### config.mk
export PLATFORM = sky130hd
export DESIGN_NAME = mux_arb_n_w
export DESIGN_NICKNAME = d
export VERILOG_FILES = /design/src/rtl/mux_arb_n_w.sv
export SDC_FILE = /design/constraint.sdc
export NUM_CORES = 1
export LEC_CHECK = 0
export ABC_AREA = 1
export ABC_CLOCK_PERIOD_IN_PS = 4960
export CORE_AREA = 2 2 109 111
export DETAILED_ROUTE_END_ITERATION = 16
export DIE_AREA = 0 0 111 113
export PLACE_DENSITY = 0.67
export SYNTH_ARGS = -nofsm -noshare
export SYNTH_HDL_FRONTEND = slang
export SYNTH_SLANG_ARGS = --single-unit
### constraint.sdc
create_clock -name clk -period 4.96 [get_ports clk]
set_input_delay 0.992 -clock clk [delete_from_list [all_inputs] [get_ports clk]]
set_output_delay 0.992 -clock clk [all_outputs]
set_load 0.02 [all_outputs]
### src/rtl/mux_arb_n_w.sv
// rtl/mux_arb_n_w.sv - N-way registered mux with external-select or round-robin grant
// Define MUX_ARB_XFER_CNT_EN to add the 16-bit xfer_cnt input-transfer counter output.
module mux_arb_n_w #(
  parameter int WIDTH  = 32,
  parameter int NUM_IN = 4,
  parameter int SEL_W  = 2
) (
  input  logic                    clk,
  input  logic                    rst_n,
  input  logic [NUM_IN*WIDTH-1:0] in_data,
  input  logic [NUM_IN-1:0]       in_valid,
  output logic [NUM_IN-1:0]       in_ready,
  input  logic [SEL_W-1:0]        sel,
  input  logic                    mode,
  output logic [WIDTH-1:0]        out_data,
  output logic                    out_valid,
  input  logic                    out_ready,
`ifdef MUX_ARB_XFER_CNT_EN
  output logic [SEL_W-1:0]        out_src,
  output logic [15:0]             xfer_cnt
`else
  output logic [SEL_W-1:0]        out_src
`endif
);

  localparam logic [0:0] ST_EMPTY = 1'b0;
  localparam logic [0:0] ST_FULL  = 1'b1;

  logic [0:0]       state;
  logic [SEL_W-1:0] rr_ptr;
  logic [SEL_W-1:0] grant_idx;
  logic             grant_vld;
  logic             load_en;
  logic             xfer;
  logic [WIDTH-1:0] grant_data;

  // The output register can take a new beat when empty or when it drains this cycle.
  assign load_en   = (state == ST_EMPTY) || out_ready;
  assign out_valid = (state == ST_FULL);

  always_comb begin
    int idx;
    idx       = 0;
    grant_vld = 1'b0;
    grant_idx = '0;
    if (!mode) begin
      if ((int'(sel) < NUM_IN) && in_valid[sel]) begin
        grant_vld = 1'b1;
        grant_idx = sel;
      end
    end else begin
      // Search starts one past the last winner; the last winner is considered last.
      for (int k = 1; k <= NUM_IN; k++) begin
        idx = (int'(rr_ptr) + k) % NUM_IN;
        if (!grant_vld && in_valid[idx]) begin
          grant_vld = 1'b1;
          grant_idx = SEL_W'(idx);
        end
      end
    end
  end

  assign grant_data = in_data[int'(grant_idx)*WIDTH +: WIDTH];

  always_comb begin
    in_ready = '0;
    if (rst_n && grant_vld && load_en)
      in_ready[grant_idx] = 1'b1;
  end

  assign xfer = |(in_valid & in_ready);

  always_ff @(posedge clk or negedge rst_n) begin
    if (!rst_n) begin
      state    <= ST_EMPTY;
      out_data <= '0;
      out_src  <= '0;
      rr_ptr   <= SEL_W'(NUM_IN - 1);
    end else if (xfer) begin
      state    <= ST_FULL;
      out_data <= grant_data;
      out_src  <= grant_idx;
      if (mode)
        rr_ptr <= grant_idx;
    end else if (out_ready) begin
      state <= ST_EMPTY;
    end
  end

`ifdef MUX_ARB_XFER_CNT_EN
  always_ff @(posedge clk or negedge rst_n) begin
    if (!rst_n)
      xfer_cnt <= '0;
    else if (xfer)
      xfer_cnt <= xfer_cnt + 16'd1;
  end
`endif

endmodule

## Yosys cells after proc, flatten, opt, wreduce, memory -nomap -nowiden

Index checks and enable logic that the tools add are counted.

| word-level totals | value |
|---|---|
| input port bits | 138 |
| bits in registers | 37 |

| cells by class | value |
|---|---|
| bitwise logic cells | 6 |
| mux-type cells | 34 |
| reductions and logical operators | 17 |
| shift operators | 1 |
| add/subtract/negate cells | 4 |
| magnitude comparators | 7 |

Operators with widths:

| kind | count |
|---|---|
| indexed part select 128 x 8 -> 32 bit | 1 |
| two-way mux 1 bit | 21 |
| less-than comparator 3 x 4 -> 1 bit, second input constant | 4 |
| two-way mux 2 bit | 6 |
| binary-select mux 1 bit (select 2 bit) | 5 |
| OR reduction 2 bit | 4 |
| logical AND 1 bit | 6 |
| less-than comparator 2 x 3 -> 1 bit, second input constant | 2 |
| adder 2 x 1 -> 2 bit, second input constant | 2 |
| adder 2 bit, second input constant | 2 |
| AND 1 bit, first input constant | 4 |
| AND 4 bit | 1 |
| two-way mux 4 bit | 1 |
| OR reduction 4 bit | 1 |
| logical NOT 1 bit | 3 |
| demux 1 bit (select 2 bit) | 1 |
| >= comparator 2 x 1 -> 1 bit, second input constant | 1 |
| AND reduction 2 bit | 1 |
| nonzero test 2 bit | 1 |
| logical OR 1 bit | 1 |
| inverter 1 bit | 1 |

## Longest topological paths before layout

Gate-level depths: netlist of run 1.

| logic depth | value |
|---|---|
| depth after elaboration | 28 |
| mapped depth | 17 |
| gate-level depth less buffers | 15 |

## Least setup slack after synthesis of run 1

OpenSTA, ideal clock, no wires.

| timing | value |
|---|---|
| path type | input to output |
| from | input port in_valid[1] |
| to | output port in_ready[1] |
| required time | 3.968 ns |
| stages on the path | 12 |
| arrival time | 2.415 ns |
| path buffers | 2 |
| path slack | 1.553 ns |
| cell sequence | inv_1 -> o21ai_0 -> nand2_1 -> nand2_1 -> nor2_1 -> nand2_1 -> nand2_1 -> nand2_2 -> buf_4 -> buf_2 -> nand3_1 -> nor2_1 |

| between the ends | value |
|---|---|
| cells in the longest elaborated chain, start to end | 22 |

Ends and longest elaborated chain:

| element | RTL line | source |
|---|---|---|
| start, declared | 11 | `input logic [NUM_IN-1:0] in_valid,` |
| binary-select mux 1 bit (select 2 bit) | 55 | `if (!grant_vld && in_valid[idx]) begin` |
| two-way mux 1 bit (implied by the code) (2 in series) | 55 |  |
| two-way mux 1 bit | 55 |  |
| two-way mux 1 bit | 46 | `if (!mode) begin` |
| logical NOT 1 bit | 55 |  |
| logical AND 1 bit | 55 |  |
| two-way mux 1 bit | 55 |  |
| two-way mux 1 bit | 46 |  |
| [5 not listed] | -- |  |
| logical AND 1 bit | 55 |  |
| two-way mux 2 bit | 55 |  |
| two-way mux 2 bit | 46 |  |
| less-than comparator 2 x 3 -> 1 bit (implied by the code) / >= comparator 2 x 1 -> 1 bit (equally long branches) | 68 | `in_ready[grant_idx] = 1'b1;` |
| logical AND 1 bit (implied by the code) | 68 |  |
| two-way mux 1 bit (implied by the code) | 68 |  |
| demux 1 bit (select 2 bit) | 68 |  |
| two-way mux 4 bit (*) | 67 | `if (rst_n && grant_vld && load_en)` |
| end, declared | 12 | `output logic [NUM_IN-1:0] in_ready,` |

Mark *: on every way between the ends. The rest lies on a longest branch, timed or not. The select of a mux whose other input is x is not followed.

## Worst setup path after layout of run 1

Same ends and word-level chain as after synthesis.

==> flow_summary.ini, run 1 <==
[timing]
fin_crit_sh = 0.855
hold_viol = 0
fin_skew_ps = 7.35
slew_headroom = 0.571
max_freq_ghz = 0.236
final.min_clock_period_ps = 4240
whs_ps = 476
rsz0062_at_grt = no
setup_viol = 0
slew_violations = 0
tightest_slew_ps = 643
finalSetupTns_ps = 0

[pwr]
peakVddDrop_v = 0.000208
p_leak_nw = 2.99
power_density_mw_per_mm2 = 448

[grt]
antenna_found_initial = 0
globalRouteOverflowTotal = 0
grt_pass1_wl_um = 18700
grt_max_degree = 66
grt_usage = 0.177
grt_pass1_vias = 3936

[logic_synthesis]
synth_area_leaders = nand2_1 (26%), dfrtp_1 (26%), nand3_1 (21%)
synthAdderAreaFrac = 0
synth_xor_area_frac = 0
synth_seq_cells = 37
synth_compound_area_frac = 0.0197
synth_simple_gate_area_frac = 0.490
netlist_area_mm2 = 0.00336
syn_inst = 611
yosysWarnings = 0
yosysSeqAreaShare = 0.276
postSynthAreaPerCell_um2 = 5.50
synth_top_family_by_area = simple AND/OR/NAND/NOR gates
synthArstFlopShare = 1.00
synth_commonest_cells = nand2_1 (235), nand3_1 (139), inv_1 (137), dfrtp_1 (35), buf_2 (14)
synth_top_area_share = 0.262
yosysMostFrequentCell = nand2_1
synth_edf_count = 0
synth_ff_type = dfrtp_1
synth_nets = 749
synthMuxAreaShare = 0
synth_largest_area_cell = nand2_1
ys_types = 20

[floorplan]
core_area_mm2 = 0.0113
rows = 39
fp.dieH_um = 113
initial_utilization = 0.298
ios = 177
die_area_mm2 = 0.0125
die_x_um = 111

[setup_path]
endpoint_kind = output port
crit_fanout = 4
crit_start = in_valid[1]
cpMaxStageDelayCell = clkdlybuf4s50_1
worstPathArrival_ps = 3250
crit_chain = clkdlybuf4s50_1 > inv_1 > o21ai_0 > nand2_1 > nand2_1 > nor2_1 > nand2_1 > nand2_1 > nand2_2 > nand3_1 > nor2_1 > clkdlybuf4s50_1
reg2reg_from = rr_ptr[0]$_DFFE_PN1P_
critPathMaxStageDelay_ps = 620
critPathKind = input port to output port
crit_path_frequent_cell = nand2_1
worstSetupStartpointType = input port
crit_required_ps = 3970

[worst_hold_path]
hp-start = out_data[26]$_DFFE_PN0P_
hold_class = flip-flop to flip-flop

[detailed_routing]
drtPass1Iterations = 6
finalWirelength_um = 11300
drc = 0
avgViaCountPerCell = 4.53
wl_per_cell_um = 12.4
vias = 4144
antenna_left = 0
dr.first_iter.drc_count = 263

[clocking]
clockRootBuffer = clkbuf_16
htreeDepth = 2
clock_sinks = 37
cts_hold_buf = 0
cts_setup_buffers = 0
path_clk_slew_ps = 60
cts_resized = 0
clockBufferDepth = 2
insertion_delay_ps = 280
cts_buffers = 5
cts_tree = built

[placement]
placed_area_mm2 = 0.00519
place_congestion = 0.861
io_buffer_count = 176
dp_hpwl_um = 8330
post-place-cells = 906

[layout]
area_growth_pct = 58.7
nets = 908
fin_cells = 914
n_antenna_cell = 0
design_area_mm2 = 0.00534
layout-drive-gt1-share = 0.0389

[job]
maxCapViolations = 0

[run_status]
status = finished clean
==> metal layers <==
layer  global-route usage  wire (um)  vias up
met4               0.0300         74        0
met3               0.0445        818        8
li1                     -          -     2131
met2                0.306       5340      151
met1                0.228       5060     1854
met5                    0          0        -
==> critical path, delay by kind of cell <==
kind / cells / cell delay [ps]
buf+inv: 3 / 1160
simple gates: 8 / 790
compound gates: 1 / 290
==> sequential cells by signal, indices dropped and copies added (netlist names) <==
| signal | cells |
|---|---|
| out_src | 2 |
| rr_ptr | 2 |
| out_valid | 1 |
| out_data | 32 |
==> power by group <==
part	internal (W)	switching, W	total (W)	leakage, nW
Sequential	0.000457	0.000104	0.000561	0.454
Clock	0.000184	0.000117	0.000301	0.0696
Combinational	0.000635	0.000894	0.00153	2.47
Total	0.00128	0.00111	0.00239	2.99
==> layout make-up <==
class,instances,area [um^2]
clock buffers,5,125
repair buffers,186,1830
inverters,141,529
well taps,143,179
flip-flops and latches,37,928
clock inverters,3,17.5
fillers,1206,5940
multi-input cells,399,1730
==> stage by stage <==
| step | utilization | total power (W) | setup WS, ps |
|---|---|---|---|
| 6_report | 0.473 | 0.00239 | 717 |
| 5_1_grt | 0.473 | 0.00260 | 567 |
| 4_1_cts | 0.473 | 0.00241 | 734 |
| 3_5_place_dp | 0.461 | 0.00210 | 754 |
| 3_3_place_gp | 0.461 | 0.00208 | 774 |
| 2_1_floorplan | - | 0.00151 | 1550 |
==> final timing paths <==
kind	to	slack, ps	cells after the start
min in group asynchronous	out_data[17]$_DFFE_PN0P_	800	2
max	in_ready[1]	720	12
max reg2reg	out_data[9]$_DFFE_PN0P_	2350	16
min	out_data[26]$_DFFE_PN0P_	480	2
min reg2reg	out_data[26]$_DFFE_PN0P_	480	2
max in group asynchronous	rr_ptr[0]$_DFFE_PN1P_	3810	2
==> cells by family after synthesis <==
group,count (synthesis)
AND/OR/NAND/NOR,390
buffers and inverters,175
flip-flops,37
AO/OA/AOI/OAI,9
==> cells in the final DEF, fill, tap and decap left out <==
master	n
clkdlybuf4s50_1	175
buf_2	1
inv_1	137
nand4_1	1
dfrtp_1	35
inv_2	4
a21oi_1	1
and2_1	1
nor2_1	12
nand3_1	139
o21ai_0	3
clkinvlp_4	1
o21ai_4	1
buf_4	10
dfstp_2	2
nand2_2	3
clkinv_2	2
o21ai_1	2
o211ai_1	1
clkbuf_16	5
a31oi_4	1
nand2_1	234
No activity file was read; power rests on OpenSTA's default activity.
==> inputs of run 2 (changes only) <==
CTS_CLUSTER_SIZE = 10   (was not set)
TNS_END_PERCENT = 1   (was not set)
==> results of run 2 <==
The final DEF is identical to that of run 1; final timing and power are the same.
